===== src/rtl/tqvp_serial_alu_pkg.sv =====
// rtl/tqvp_serial_alu_pkg.sv - register map, bit indices, state and transfer-size definitions
package tqvp_serial_alu_pkg;

    localparam logic [5:0] ADDR_OPA    = 6'h00;
    localparam logic [5:0] ADDR_OPB    = 6'h04;
    localparam logic [5:0] ADDR_CTRL   = 6'h08;
    localparam logic [5:0] ADDR_RESULT = 6'h0C;
    localparam logic [5:0] ADDR_ACC    = 6'h10;
    localparam logic [5:0] ADDR_STATUS = 6'h14;

    localparam int CTRL_START  = 0;
    localparam int CTRL_SUB    = 1;
    localparam int CTRL_ACC_EN = 2;
    localparam int CTRL_IRQ_EN = 3;

    localparam int STAT_BUSY  = 0;
    localparam int STAT_DONE  = 1;
    localparam int STAT_CARRY = 2;
    localparam int STAT_OVF   = 3;
    localparam int STAT_ERR   = 4;

    localparam logic [1:0] XFER_BYTE = 2'b00;
    localparam logic [1:0] XFER_HALF = 2'b01;
    localparam logic [1:0] XFER_WORD = 2'b10;
    localparam logic [1:0] XFER_NONE = 2'b11;

    typedef enum logic [1:0] {
        IDLE = 2'd0,
        RUN  = 2'd1,
        DONE = 2'd2
    } alu_state_t;

    // Narrow writes replace only the low byte/half and keep the upper bits.
    function automatic logic [31:0] merge_write(input logic [31:0] old_val,
                                                input logic [31:0] wdata,
                                                input logic [1:0]  size);
        case (size)
            XFER_BYTE: merge_write = {old_val[31:8], wdata[7:0]};
            XFER_HALF: merge_write = {old_val[31:16], wdata[15:0]};
            XFER_WORD: merge_write = wdata;
            default:   merge_write = old_val;
        endcase
    endfunction

endpackage


===== src/rtl/tqvp_serial_alu_if.sv =====
// rtl/tqvp_serial_alu_if.sv - TinyQV peripheral register bus
interface tqvp_serial_alu_if;
    logic [5:0]  address;
    logic [31:0] data_in;
    logic [1:0]  data_write_n;
    logic [1:0]  data_read_n;
    logic [31:0] data_out;
    logic        data_ready;

    modport master (
        output address, data_in, data_write_n, data_read_n,
        input  data_out, data_ready
    );

    modport slave (
        input  address, data_in, data_write_n, data_read_n,
        output data_out, data_ready
    );
endinterface


===== src/rtl/tqvp_serial_alu_nibble.sv =====
// rtl/tqvp_serial_alu_nibble.sv - 4-bit adder slice with carry into bit 3 for overflow
module serial_add_nibble (
    input  logic [3:0] a,
    input  logic [3:0] b,
    input  logic       cin,
    output logic [3:0] sum,
    output logic       cout,
    output logic       c3
);
    logic [3:0] low;
    logic [1:0] high;

    // Split at bit 3 so the carry into the MSB of the nibble is visible.
    always_comb begin
        low  = {1'b0, a[2:0]} + {1'b0, b[2:0]} + {3'b000, cin};
        high = {1'b0, a[3]} + {1'b0, b[3]} + {1'b0, low[3]};
        sum  = {high[0], low[2:0]};
        c3   = low[3];
        cout = high[1];
    end
endmodule


===== src/rtl/tqvp_serial_alu.sv =====
// rtl/tqvp_serial_alu.sv - nibble-serial 32-bit add/sub peripheral with accumulator
module tqvp_serial_alu
    import tqvp_serial_alu_pkg::*;
(
    input  logic                     clk,
    input  logic                     rst,
    input  logic [7:0]               ui_in,
    output logic [7:0]               uo_out,
    tqvp_serial_alu_if.slave         bus,
    output logic                     user_interrupt
);

    alu_state_t  state_q, state_d;
    logic [31:0] opa_q, opa_d, opb_q, opb_d;
    logic [2:0]  ctrl_q, ctrl_d;            // {irq_en, acc_en, sub}
    logic [31:0] result_q, result_d, acc_q, acc_d;
    logic [31:0] wa_q, wa_d, wb_q, wb_d, sum_q, sum_d;
    logic [2:0]  cnt_q, cnt_d;
    logic        carry_q, carry_d, wsub_q, wsub_d, wacc_q, wacc_d;
    logic        flag_carry_q, flag_carry_d, flag_ovf_q, flag_ovf_d;
    logic        done_q, done_d, err_q, err_d, ui0_q, ui0_d;
    logic        rd_pend_q, rd_pend_d, data_ready_q, data_ready_d;
    logic [31:0] data_out_q, data_out_d;

    logic [3:0]  nib_sum;
    logic        nib_cout, nib_c3;
    logic        busy, wr_en, rd_en, ui_rise, start_req;
    logic [31:0] rdata;
    logic        unused_ui;

    assign unused_ui = ^ui_in[7:1];

    serial_add_nibble u_nibble (
        .a   (wa_q[3:0]),
        .b   (wb_q[3:0]),
        .cin (carry_q),
        .sum (nib_sum),
        .cout(nib_cout),
        .c3  (nib_c3)
    );

    assign busy = (state_q == RUN);

    // Register read mux; unmapped addresses return zero.
    always_comb begin
        rdata = 32'h0;
        case (bus.address)
            ADDR_OPA:    rdata = opa_q;
            ADDR_OPB:    rdata = opb_q;
            ADDR_CTRL:   rdata = {28'h0, ctrl_q, 1'b0};
            ADDR_RESULT: rdata = result_q;
            ADDR_ACC:    rdata = acc_q;
            ADDR_STATUS: rdata = {27'h0, err_q, flag_ovf_q, flag_carry_q, done_q, busy};
            default:     rdata = 32'h0;
        endcase
    end

    // Bus decode, FSM next state, serial datapath and read response.
    always_comb begin
        state_d      = state_q;
        opa_d        = opa_q;
        opb_d        = opb_q;
        ctrl_d       = ctrl_q;
        result_d     = result_q;
        acc_d        = acc_q;
        wa_d         = wa_q;
        wb_d         = wb_q;
        sum_d        = sum_q;
        cnt_d        = cnt_q;
        carry_d      = carry_q;
        wsub_d       = wsub_q;
        wacc_d       = wacc_q;
        flag_carry_d = flag_carry_q;
        flag_ovf_d   = flag_ovf_q;
        done_d       = done_q;
        err_d        = err_q;
        ui0_d        = ui_in[0];
        rd_pend_d    = rd_pend_q;
        data_out_d   = data_out_q;
        data_ready_d = 1'b0;

        wr_en     = (bus.data_write_n != XFER_NONE);
        // A request still asserted while ready is high is the tail of the one just answered.
        rd_en     = (bus.data_read_n != XFER_NONE) && !wr_en && !data_ready_q;
        ui_rise   = ui_in[0] && !ui0_q;
        start_req = (wr_en && bus.address == ADDR_CTRL && bus.data_in[CTRL_START]) || ui_rise;

        if (wr_en) begin
            case (bus.address)
                ADDR_OPA:    opa_d  = merge_write(opa_q, bus.data_in, bus.data_write_n);
                ADDR_OPB:    opb_d  = merge_write(opb_q, bus.data_in, bus.data_write_n);
                ADDR_CTRL:   ctrl_d = bus.data_in[CTRL_IRQ_EN:CTRL_SUB];
                ADDR_ACC:    acc_d  = merge_write(acc_q, bus.data_in, bus.data_write_n);
                ADDR_STATUS: begin
                    if (bus.data_in[STAT_DONE]) done_d = 1'b0;
                    if (bus.data_in[STAT_ERR])  err_d  = 1'b0;
                end
                default: ;
            endcase
        end

        case (state_q)
            RUN: begin
                sum_d   = {nib_sum, sum_q[31:4]};
                wa_d    = {4'h0, wa_q[31:4]};
                wb_d    = {4'h0, wb_q[31:4]};
                carry_d = nib_cout;
                cnt_d   = cnt_q + 3'd1;
                if (start_req) err_d = 1'b0 | 1'b1;
                if (cnt_q == 3'd7) begin
                    state_d      = DONE;
                    result_d     = sum_d;
                    flag_carry_d = nib_cout ^ wsub_q;
                    flag_ovf_d   = nib_cout ^ nib_c3;
                    done_d       = 1'b1;
                    if (wacc_q) acc_d = acc_q + sum_d;
                end
            end
            default: begin
                // IDLE and DONE both accept a start; DONE otherwise falls back to IDLE.
                state_d = IDLE;
                if (start_req) begin
                    state_d = RUN;
                    wsub_d  = ctrl_d[0];
                    wacc_d  = ctrl_d[1];
                    wa_d    = opa_q;
                    wb_d    = ctrl_d[0] ? ~opb_q : opb_q;
                    carry_d = ctrl_d[0];
                    cnt_d   = 3'd0;
                    sum_d   = 32'h0;
                end
            end
        endcase

        if (rd_pend_q) begin
            if (!busy) begin
                rd_pend_d    = 1'b0;
                data_out_d   = result_q;
                data_ready_d = 1'b1;
            end
        end else if (rd_en) begin
            if (bus.address == ADDR_RESULT && busy) begin
                rd_pend_d = 1'b1;
            end else begin
                data_out_d   = rdata;
                data_ready_d = 1'b1;
            end
        end
    end

    // State register with synchronous reset clearing everything.
    always_ff @(posedge clk) begin
        if (rst) begin
            state_q      <= IDLE;
            opa_q        <= 32'h0;
            opb_q        <= 32'h0;
            ctrl_q       <= 3'h0;
            result_q     <= 32'h0;
            acc_q        <= 32'h0;
            wa_q         <= 32'h0;
            wb_q         <= 32'h0;
            sum_q        <= 32'h0;
            cnt_q        <= 3'h0;
            carry_q      <= 1'b0;
            wsub_q       <= 1'b0;
            wacc_q       <= 1'b0;
            flag_carry_q <= 1'b0;
            flag_ovf_q   <= 1'b0;
            done_q       <= 1'b0;
            err_q        <= 1'b0;
            ui0_q        <= 1'b0;
            rd_pend_q    <= 1'b0;
            data_out_q   <= 32'h0;
            data_ready_q <= 1'b0;
        end else begin
            state_q      <= state_d;
            opa_q        <= opa_d;
            opb_q        <= opb_d;
            ctrl_q       <= ctrl_d;
            result_q     <= result_d;
            acc_q        <= acc_d;
            wa_q         <= wa_d;
            wb_q         <= wb_d;
            sum_q        <= sum_d;
            cnt_q        <= cnt_d;
            carry_q      <= carry_d;
            wsub_q       <= wsub_d;
            wacc_q       <= wacc_d;
            flag_carry_q <= flag_carry_d;
            flag_ovf_q   <= flag_ovf_d;
            done_q       <= done_d;
            err_q        <= err_d;
            ui0_q        <= ui0_d;
            rd_pend_q    <= rd_pend_d;
            data_out_q   <= data_out_d;
            data_ready_q <= data_ready_d;
        end
    end

    assign bus.data_out    = data_out_q;
    assign bus.data_ready  = data_ready_q;
    assign uo_out          = {busy, done_q, flag_carry_q, flag_ovf_q, result_q[3:0]};
    assign user_interrupt  = done_q & ctrl_q[2];

endmodule


===== src/flat_wrapper.sv =====
// flat-port wrapper written by rule: the top's interface ports become plain ports
module tqvp_serial_alu_flat import tqvp_serial_alu_pkg::*;
  (clk, rst, ui_in, uo_out, user_interrupt, bus_address, bus_data_in, bus_data_write_n, bus_data_read_n, bus_data_out, bus_data_ready);
  tqvp_serial_alu_if bus_i ();
  input  logic clk;
  input  logic rst;
  input  logic [7:0] ui_in;
  output logic [7:0] uo_out;
  output logic user_interrupt;
  input wire logic [$bits(bus_i.address)-1:0] bus_address;
  input wire logic [$bits(bus_i.data_in)-1:0] bus_data_in;
  input wire logic [$bits(bus_i.data_write_n)-1:0] bus_data_write_n;
  input wire logic [$bits(bus_i.data_read_n)-1:0] bus_data_read_n;
  output wire logic [$bits(bus_i.data_out)-1:0] bus_data_out;
  output wire logic [$bits(bus_i.data_ready)-1:0] bus_data_ready;
  assign bus_i.address = bus_address;
  assign bus_i.data_in = bus_data_in;
  assign bus_i.data_write_n = bus_data_write_n;
  assign bus_i.data_read_n = bus_data_read_n;
  assign bus_data_out = bus_i.data_out;
  assign bus_data_ready = bus_i.data_ready;
  tqvp_serial_alu u_core (.clk(clk), .rst(rst), .ui_in(ui_in), .uo_out(uo_out), .bus(bus_i), .user_interrupt(user_interrupt));
endmodule

===== config.mk =====
export PLATFORM = sky130hd
export DESIGN_NAME = tqvp_serial_alu_flat
export DESIGN_NICKNAME = d
export VERILOG_FILES = /design/src/rtl/tqvp_serial_alu_pkg.sv /design/src/rtl/tqvp_serial_alu_if.sv /design/src/rtl/tqvp_serial_alu_nibble.sv /design/src/rtl/tqvp_serial_alu.sv /design/src/flat_wrapper.sv
export SDC_FILE = /design/constraint.sdc
export NUM_CORES = 1
export LEC_CHECK = 0
export ABC_CLOCK_PERIOD_IN_PS = 2900
export CAP_MARGIN = 20
export CORE_MARGIN = 3
export CORE_UTILIZATION = 53
export DETAILED_ROUTE_END_ITERATION = 10
export MAX_ROUTING_LAYER = met4
export PLACE_DENSITY = 0.84
export REMOVE_ABC_BUFFERS = 1
export SYNTH_ARGS = -nofsm -noshare
export SYNTH_HDL_FRONTEND = slang
export SYNTH_SLANG_ARGS = --single-unit

===== constraint.sdc =====
create_clock -name clk -period 2.9 [get_ports clk]
set_clock_uncertainty 0.2 [all_clocks]
set_input_delay 0.29 -clock clk [delete_from_list [all_inputs] [get_ports clk]]
set_output_delay 0.29 -clock clk [all_outputs]
set_load 0.05 [all_outputs]

### Word level (Yosys, flattened, before mapping)

Cells that the tools add are included.

| storage, ports and cells | value |
|---|---|
| word-level logic and storage cells | 128 |
| memory bits (writable) | 0 |
| memories | 0 |
| output and inout port bits | 42 |
| register bits after elaboration | 274 |
| bits of input ports | 52 |
| latch bits | 0 |
| memory bits (read-only) | 0 |

| cells by class | value |
|---|---|
| reduce and logical (&&, ||, !) cells | 27 |
| order comparisons | 0 |
| $add $sub $neg | 6 |
| divide/modulo/power cells | 0 |
| bitwise logic cells | 7 |
| shift operators | 0 |
| equal/unequal tests | 14 |
| mux-type cells | 46 |
| $mul | 0 |

Operators by type and width:

| kind | number |
|---|---|
| 32-bit 2-to-1 mux | 12 |
| 32-bit one-hot mux with 3 select lines | 2 |
| 32-bit one-hot mux with 6 select lines | 1 |
| 28-bit 2-to-1 mux | 4 |
| 32-bit adder | 1 |
| 32-bit inverter | 1 |
| 1-bit 2-to-1 mux | 21 |
| 6-bit by 4-bit equality test with 1-bit output (second input constant) | 2 |
| 6-bit by 5-bit equality test with 1-bit output (second input constant) | 2 |
| 5-bit AND reduction | 2 |
| 3-bit AND reduction | 3 |
| 2-bit 2-to-1 mux | 4 |
| 2-bit inequality test (second input constant) | 4 |
| 4-bit AND reduction | 2 |
| 6-bit by 3-bit equality test with 1-bit output (second input constant) | 1 |
| 1-bit logical AND | 6 |
| 6-bit logical NOT | 1 |
| 3-bit 2-to-1 mux | 2 |
| 2-bit AND reduction | 3 |
| 2-bit nonzero test | 3 |
| 3-bit by 3-bit adder with 4-bit output | 1 |
| 4-bit by 1-bit adder with 4-bit output | 1 |
| 2-bit by 1-bit equality test with 1-bit output (second input constant) | 2 |
| 3-bit by 1-bit adder with 3-bit output (second input constant) | 1 |
| 13 further kinds | 18 |

### Depth between registers and ports, before layout

Gate-level depths: netlist (run 1).

| logic depth | value |
|---|---|
| depth after elaboration | 7 |
| depth in mapped cells | 11 |

### Modules after synthesis

Synthesis (run 1) repeated with hierarchy kept, for this count alone.

| unflattened totals | value |
|---|---|
| cell total of the unflattened synthesis | 1,558 |
| area, all modules | 13,396.6 sq um |

By module, submodules not included:

| module | times used | cells an instance | sequential area each (sq um) | area each (sq um) |
|---|---|---|---|---|
| tqvp_serial_alu | 1 | 1,537 | 5,405.2 | 13,238.9 |
| serial_add_nibble | 1 | 21 | 0.0 | 157.7 |

### Worst setup path before layout (run 1)

OpenSTA, ideal clock, no wires.

| path | value |
|---|---|
| kind | flip-flop to flip-flop |
| start | register u_core.sum_q[4] |
| end | register u_core.acc_q[28] |
| clock period less this slack | 2.880 ns |
| library setup time | 0.131 ns |
| required time | 2.569 ns |
| data arrival time | 2.548 ns |
| cell stages (with the launch flop) | 12 |
| setup slack | 0.020 ns |
| path through | dfxtp_1 > ha_1 > inv_1 > fa_1 > nor2b_1 > o211ai_1 > a31oi_2 > a41oi_1 > o31a_1 > o31ai_1 > mux2i_1 > nor3_1 |

| on the way | value |
|---|---|
| longest elaborated chain between the ends | 4 |

Ends and longest elaborated chain:

| item | RTL line | text |
|---|---|---|
| start: declaration | tqvp_serial_alu.sv:17 | `logic [31:0] wa_q, wa_d, wb_q, wb_d, sum_q, sum_d;` |
| start signal: assignment | tqvp_serial_alu.sv:184 | `sum_q <= sum_d;` |
| 32-bit adder | tqvp_serial_alu.sv:116 | `if (wacc_q) acc_d = acc_q + sum_d;` |
| 32-bit 2-to-1 mux | tqvp_serial_alu.sv:116 |  |
| 32-bit 2-to-1 mux | tqvp_serial_alu.sv:110 | `if (cnt_q == 3'd7) begin` |
| 32-bit 2-to-1 mux | tqvp_serial_alu.sv:102 | `case (state_q)` |
| end signal: assignment | tqvp_serial_alu.sv:159 | `acc_q <= 32'h0;` |
| end signal: assignment | tqvp_serial_alu.sv:181 | `acc_q <= acc_d;` |
| end: declaration | tqvp_serial_alu.sv:16 | `logic [31:0] result_q, result_d, acc_q, acc_d;` |

No other way between the ends.
A chain may end at the register's enable or synchronous reset.

### Worst setup path after layout (run 1)

| path | value |
|---|---|
| start | register u_core.acc_q[0] |
| end | register u_core.acc_q[28] |

| on the way | value |
|---|---|
| longest elaborated chain between the ends | 4 |

Ends and longest elaborated chain:

| item | RTL line |
|---|---|
| 32-bit adder | tqvp_serial_alu.sv:116 |
| 32-bit 2-to-1 mux | tqvp_serial_alu.sv:116 |
| 32-bit 2-to-1 mux | tqvp_serial_alu.sv:110 |
| 32-bit 2-to-1 mux | tqvp_serial_alu.sv:102 |

No other way between the ends.

==> results of run 1 <==
==> report_power, final <==
part | total, W | switching, W | leakage (nW) | internal [W]
combinational | 0.000795 | 0.000516 | 3.10 | 0.000279
sequential | 0.00387 | 0.0000618 | 2.19 | 0.00381
clock | 0.00352 | 0.00148 | 0.444 | 0.00204
total | 0.00819 | 0.00206 | 5.73 | 0.00613
==> metal layers <==
layer  global-route usage  routed length [um]  vias to the layer above  share of wire
met1                0.420               17100                     5980           0.42
met4               0.0946                1430                        0          0.035
met2                0.466               18400                      666           0.45
met3               0.0524                3980                      124          0.097
li1                     -                   -                     5914              -
met5                    -                   0                        -              0
==> layout make-up <==
class	instances	area (um^2)
clock buffers	43	868
clock inverters	5	31.3
fillers	1924	8240
inverters	24	90.1
multi-input cells	1181	7130
flip-flops and latches	270	5410
well taps	319	399
repair buffers	179	1660
==> logic make-up after synthesis <==
family          share of synthesized area
xor+xnor                           0.0390
mux                               0.00566
compound gates                      0.277
flops                               0.415
fa+ha+maj                          0.0436
buf+inv                            0.0489
simple gates                        0.171
==> cells in the mapped netlist (5+ instances only) <==
library cell	instances
o21a_1	5
nand4_1	6
a211oi_1	29
nor2_1	110
xnor2_1	49
and2_1	6
xor2_1	9
o21ai_1	15
buf_2	11
dfxtp_1	270
and3_1	9
a31oi_1	6
buf_4	8
nand3_1	25
inv_1	24
o22ai_1	26
a22oi_1	35
nand2_1	351
a21o_1	17
a221oi_1	21
clkbuf_1	111
a22o_1	61
nor3_1	17
a311oi_1	61
a21oi_1	178
o21ai_0	36
nand2b_1	9
ha_1	39
==> timing repair <==
| item | in CTS | in global routing |
|---|---|---|
| endpoints found under the setup margin | 6 | 12 |
| pin swaps | 5 | 14 |
| resized for setup | 7 | 17 |
| buffers inserted | 1 | 3 |
==> sequential cells by signal (all words and copies together), names as in the netlist <==
| name | flops |
|---|---|
| u_core.rd_pend_q | 1 |
| u_core.ctrl_q | 3 |
| u_core.carry_q | 1 |
| u_core.acc_q | 32 |
| u_core.bus.data_out | 32 |
| u_core.bus.data_ready | 1 |
| u_core.wa_q | 32 |
| u_core.flag_ovf_q | 1 |
| u_core.opa_q | 32 |
| u_core.wacc_q | 1 |
| u_core.wb_q | 32 |
| u_core.flag_carry_q | 1 |
| u_core.state_q | 2 |
| u_core.result_q | 32 |
| u_core.done_q | 1 |
| u_core.err_q | 1 |
| u_core.opb_q | 32 |
| u_core.wsub_q | 1 |
| u_core.sum_q | 28 |
| u_core.ui0_q | 1 |
| u_core.cnt_q | 3 |
==> worst max-delay path, delay by kind of cell (launching register included) <==
| family | cells | cell delay (ns) |
|---|---|---|
| AND/OR/NAND/NOR | 2 | 0.19 |
| multiplexers | 1 | 0.21 |
| adder cells (fa/ha/maj) | 2 | 0.49 |
| AO/OA/AOI/OAI | 5 | 1.17 |
| flip-flops | 1 | 0.36 |
| buffers and inverters | 1 | 0.04 |
==> stage by stage <==
stage	setup slack (ns)	util	cells	TNS (ns)
floorplan	-3.97	-	1475	-432.43
global placement	-0.220	0.612	1969	-0.494
CTS	0.00365	0.651	2018	0
finish	0.0855	0.654	2021	0
detailed placement	-0.268	0.612	1969	-1.56
global route	-0.0112	0.654	2021	-0.0119
==> how the worst min path moves through the flow <==
stage	from	endpoint	slack, ns
3_5_place_dp	u_core.wb_q[30]$_SDFFE_PP0P_	u_core.wb_q[30]$_SDFFE_PP0P_	0.25
4_1_cts	rst	u_core.acc_q[2]$_SDFF_PP0_	0.19
6_report	rst	u_core.err_q$_SDFF_PP0_	0.18
3_3_place_gp	u_core.wa_q[31]$_SDFFE_PP0P_	u_core.wa_q[31]$_SDFFE_PP0P_	0.24
5_1_grt	bus_data_in[31]	u_core.opa_q[31]$_SDFFE_PP0P_	0.21
2_1_floorplan	rst	u_core.acc_q[25]$_SDFF_PP0_	0.15
==> run_results.csv, run 1 <==
group,metric,value,unit
min_path,min_path_cells,3,
worst_setup_path,critPathKind,"flip-flop to flip-flop",
floorplan,core.rowCount,56,
cts,clk_pin_slew,0.06,ns
worst_setup_path,cp-endpoint,"u_core.acc_q[28]$_SDFF_PP0_",
timing,finalCriticalPeriod,2.81,ns
worst_setup_path,slowest_stage,"o31a_1",
route,drc,0,
place,hpwl,28400,um
floorplan,start_util,0.547,
logic_synthesis,synth_cells,1609,
cells_and_area,layout_common_cells,"nand2_1 (351), dfxtp_1 (267), a21oi_1 (172)",
grt,grt_pass1_wl,64000,um
cells_and_area,drive_gt1_frac,0.105,
logic_synthesis,synthTopCellsByArea,"dfxtp_1 (41%), nand2_1 (10%), a21oi_1 (6.8%), a22o_1 (4.1%), a311oi_1 (4.1%)",
cells_and_area,fin_nets,1779,
grt,grt_max_degree,170,
worst_setup_path,cpPeakStageDelay,0.38,ns
cts,cts_buffers,28,
timing,max_freq,0.355,GHz
worst_setup_path,crit_chain,"ha_4 -> inv_2 -> fa_2 -> nor2b_2 -> o211ai_1 -> a31oi_2 -> a41oi_2 -> o31a_1 -> o31ai_2 -> mux2i_1 -> nor3_1",
route,dr.pass1.iters,6,
power_and_ir_drop,finalPower,0.00819,W
logic_synthesis,yosysTopAreaCellShare,0.415,
logic_synthesis,dominantRegCellSynth,"dfxtp_1",
cells_and_area,final_design_area_no_fill,15600,um^2
route,wl,40900,um
timing,finalHoldViolations,0,
min_path,hp-class,"primary input to flip-flop",
cts,cts_sinks,270,
floorplan,design.core.area,23800,um^2
route,vias,12684,
worst_setup_path,crit_start,"u_core.acc_q[0]$_SDFF_PP0_",
worst_setup_path,end_kind,"flip-flop",
floorplan,boundaryPins,94,
timing,slew_violations,0,
logic_synthesis,ys_warn_count,0,
floorplan,die_y,163,um
flow_run,max_cap_violations,0,
timing,slew_headroom,0.442,
cts,root_buffer,"clkbuf_16",
logic_synthesis,yosysSeqAreaShare,0.415,
power_and_ir_drop,power_density,525,nW/um^2
worst_setup_path,crit_fanout,3,
logic_synthesis,postSynthAreaPerCell,8.10,um^2
power_and_ir_drop,peakVddDrop,426,uV
cells_and_area,diodes,0,
worst_setup_path,r2r_cells,11,
timing,worst_slew_pin_slew,0.837,ns
worst_setup_path,timing.rr.start,"u_core.acc_q[0]$_SDFF_PP0_",
worst_setup_path,start_kind,"flip-flop",
floorplan,dieArea,26500,um^2
worst_setup_path,r2r_end,"u_core.acc_q[28]$_SDFF_PP0_",
route,final_antenna_net_count,0,
place,routabilityCongestion,0.965,
grt,grt_pass1_vias,11875,
worst_setup_path,cp_data_required_time,3.09,ns
route,wl_per_cell,20.2,um
cts,clockBufferDepth,3,
cts,ctsHtreeMaxLevel,1,
power_and_ir_drop,p_leak,5.73,nW
timing,hold_slack,0.183,ns
route,first_iter_violations,1435,
grt,antenna_found_initial,0,
timing,fin_crit_sh,0.971,
floorplan,die_width,163,um
cells_and_area,final_common_cell,"nand2_1",
logic_synthesis,synthDistinctLibCells,61,
logic_synthesis,synth-seq-cells,270,
logic_synthesis,ys_async_sr_fraction,0,
logic_synthesis,synth_edf_count,0,
grt,grt_usage,0.307,
logic_synthesis,synth_area_leader_cell,"dfxtp_1",
route,avgViaCountPerCell,6.28,
cts,hold_buffers,0,
run_status,status,"completed",
grt,gr-total-overflow,0,
cts,clk_latency,0.54,ns
worst_setup_path,critPathArrivalTime,3.01,ns
worst_setup_path,rrSetupSlack,0.09,ns
logic_synthesis,synthesis.area,13000,um^2
cells_and_area,area_growth,19.6,%
place,io_buffers,86,
timing,setup_viol,0,
place,postPlaceCellArea,14600,um^2
cts,cts_tree,"yes",
Power figures use the tool's default switching activity.
==> run 2: changes to the inputs <==
CORE_UTILIZATION = 23   (was 53)
HOLD_SLACK_MARGIN = 0.1   (was not set)
PLACE_DENSITY = 0.47   (was 0.84)
==> run_results.csv, run 2 (synthesized netlist as in run 1, its figures left out) <==
group,metric,value,unit
run_status,status,"completed",
floorplan,dieArea,59600,um^2
floorplan,start_util,0.235,
worst_setup_path,timing.rr.start,"u_core.acc_q[0]$_SDFF_PP0_",
place,routabilityCongestion,0.861,
power_and_ir_drop,p_int,0.00642,W
power_and_ir_drop,p_comb_frac,0.096,
cells_and_area,ff_latch_area,5410,um^2
grt,grt_pass1_vias,11932,
power_and_ir_drop,swShare,0.251,
cts,clk_pin_slew,0.07,ns
power_and_ir_drop,clkPwrFrac,0.453,
timing,slew_headroom,0.493,
cells_and_area,final_common_cell,"nand2_1",
timing,setup_viol,0,
route,final_antenna_net_count,0,
min_path,min_path_cells,3,
cells_and_area,nFillCells,5956,
cells_and_area,fin_nets,1816,
grt,gr-total-overflow,0,
worst_setup_path,r2r_cells,11,
worst_setup_path,rrSetupSlack,0.04,ns
cells_and_area,post-route-util,0.300,
cells_and_area,drive_gt1_frac,0.127,
route,avgViaCountPerCell,4.89,
timing,timing.final.ws_setup,0.0441,ns
timing,hold_slack,0.214,ns
min_path,hp-start,"ui_in[0]",
worst_setup_path,crit_fanout,3,
worst_setup_path,critPathArrivalTime,3.08,ns
timing,finalHoldViolations,0,
cts,root_buffer,"clkbuf_16",
route,dr.pass1.iters,5,
timing,finalCriticalPeriod,2.86,ns
timing,fin_crit_sh,0.985,
flow_run,max_cap_violations,0,
power_and_ir_drop,p_leak,6.00,nW
route,vias,12171,
worst_setup_path,cpPeakStageDelay,0.38,ns
floorplan,core.rowCount,86,
route,drc,0,
timing,setup_tns,0,ns
cells_and_area,area_growth,27.7,%
cts,cts_tree,"yes",
power_and_ir_drop,peakVddDrop,345,uV
grt,antenna_found_initial,0,
route,wl_per_cell,18.8,um
cts,cts_sinks,270,
place,hpwl,33000,um
cts,ctsHtreeMaxLevel,1,
min_path,hp-class,"primary input to flip-flop",
power_and_ir_drop,p_sw,0.00215,W
power_and_ir_drop,power_density,515,nW/um^2
cts,cts_buffers,29,
floorplan,design.core.area,55500,um^2
worst_setup_path,critPathKind,"flip-flop to flip-flop",
power_and_ir_drop,finalPower,0.00858,W
worst_setup_path,slowest_stage,"o31a_1",
floorplan,die_width,244,um
timing,max_freq,0.350,GHz
power_and_ir_drop,p_seq_frac,0.451,
cells_and_area,multi_input_area,7190,um^2
worst_setup_path,end_kind,"flip-flop",
place,dp_slack,-0.238,ns
grt,grt_pass1_wl,71400,um
grt,grt_max_degree,99,
grt,grt_usage,0.156,
worst_setup_path,start_kind,"flip-flop",
route,wl,46800,um
timing,slew_violations,0,
floorplan,boundaryPins,94,
worst_setup_path,crit_chain,"ha_4 -> inv_2 -> fa_2 -> nor2b_2 -> o211ai_1 -> a31oi_2 -> a41oi_2 -> o31a_1 -> o31ai_4 -> mux2i_1 -> nor3_1",
worst_setup_path,cp_data_required_time,3.13,ns
cts,clockBufferDepth,3,
worst_setup_path,r2r_end,"u_core.acc_q[28]$_SDFF_PP0_",
route,first_iter_violations,889,
cts,clk_latency,0.56,ns
min_path,hold_end,"u_core.ui0_q$_SDFF_PP0_",
place,io_buffers,86,
timing,rsz0062_at_grt,"yes",
cells_and_area,layout_common_cells,"nand2_1 (351), dfxtp_1 (268), a21oi_1 (169)",
timing,worst_slew_pin_slew,0.761,ns
cells_and_area,diodes,0,
floorplan,die_y,244,um
[run 2: cell count changes in the layout (fill, tap and decap cells not counted), sizes merged]
cell,before,now
buf,94,130
clkbuf,43,47
bufinv,0,3
clkinv,4,1
clkdlybuf4s50,85,84
clkinvlp,1,0
dlygate4sd3,0,1
inv,24,25
[run 2: how the worst max path moves through the flow]
stage | startpoint | endpoint | slack [ns] | cells past startpoint
6_report | u_core.acc_q[0]$_SDFF_PP0_ | u_core.acc_q[28]$_SDFF_PP0_ | 0.04 | 11
3_5_place_dp | u_core.sum_q[4]$_SDFFE_PP0P_ | u_core.acc_q[28]$_SDFF_PP0_ | -0.24 | 11
5_1_grt | u_core.acc_q[0]$_SDFF_PP0_ | u_core.acc_q[28]$_SDFF_PP0_ | -0.13 | 11
3_3_place_gp | u_core.sum_q[4]$_SDFFE_PP0P_ | u_core.acc_q[28]$_SDFF_PP0_ | -0.27 | 11
2_1_floorplan | u_core.state_q[1]$_SDFFE_PP0P_ | u_core.bus.data_out[21]$_SDFFE_PP0P_ | -3.97 | 5
4_1_cts | u_core.wa_q[0]$_SDFFE_PP0P_ | u_core.acc_q[30]$_SDFF_PP0_ | 0.01 | 10
[run 2: routing by layer]
metal	vias to the layer above	track usage	part of all wire
met5	-	-	0
met4	0	0.0447	0.024
met3	55	0.0184	0.043
met1	5848	0.204	0.47
met2	275	0.255	0.47
li1	5993	-	-
[run 2: stage by stage]
step | instance area [um^2] | std cells
floorplan | 12500 | 1475
global placement | 15500 | 2431
detailed placement | 15500 | 2431
CTS | 16500 | 2486
global route | 16600 | 2490
finish | 16600 | 2490
[run 2: worst max-delay path: cells and delay by family (launching register included)]
family	cells	cell delay, ns
AND/OR/NAND/NOR	2	0.20
AO/OA/AOI/OAI	5	1.23
flip-flops	1	0.35
adder cells (fa/ha/maj)	2	0.49
multiplexers	1	0.23
buffers and inverters	1	0.04
[run 2: repair_timing]
action | in CTS | in global routing
pin swaps | 9 | 19
resized for setup | 12 | 20
setup endpoints to repair | 9 | 15
endpoints found under the hold margin | 18 | 0
hold buffers | 1 | 0
buffers inserted | 2 | 4
[run 2: cell type report]
type | count | share of cell area
multi-input combinational | 1181 | 0.432
sequential | 270 | 0.325
timing repair buffer | 215 | 0.122
tap | 748 | 0.0562
clock buffer | 47 | 0.0531
clock inverter | 5 | 0.00624
inverter | 24 | 0.00541
[run 2: power groups by stage]
stage / combinational [W] / sequential (W) / clock (W)
after CTS: 0.000829 / 0.00387 / 0.00397
after floorplan: 0.000312 / 0.00402 / 0
final: 0.000827 / 0.00387 / 0.00388
after global placement: 0.000816 / 0.00395 / 0
after global routing: 0.000888 / 0.00388 / 0.00411
after detailed placement: 0.000820 / 0.00395 / 0
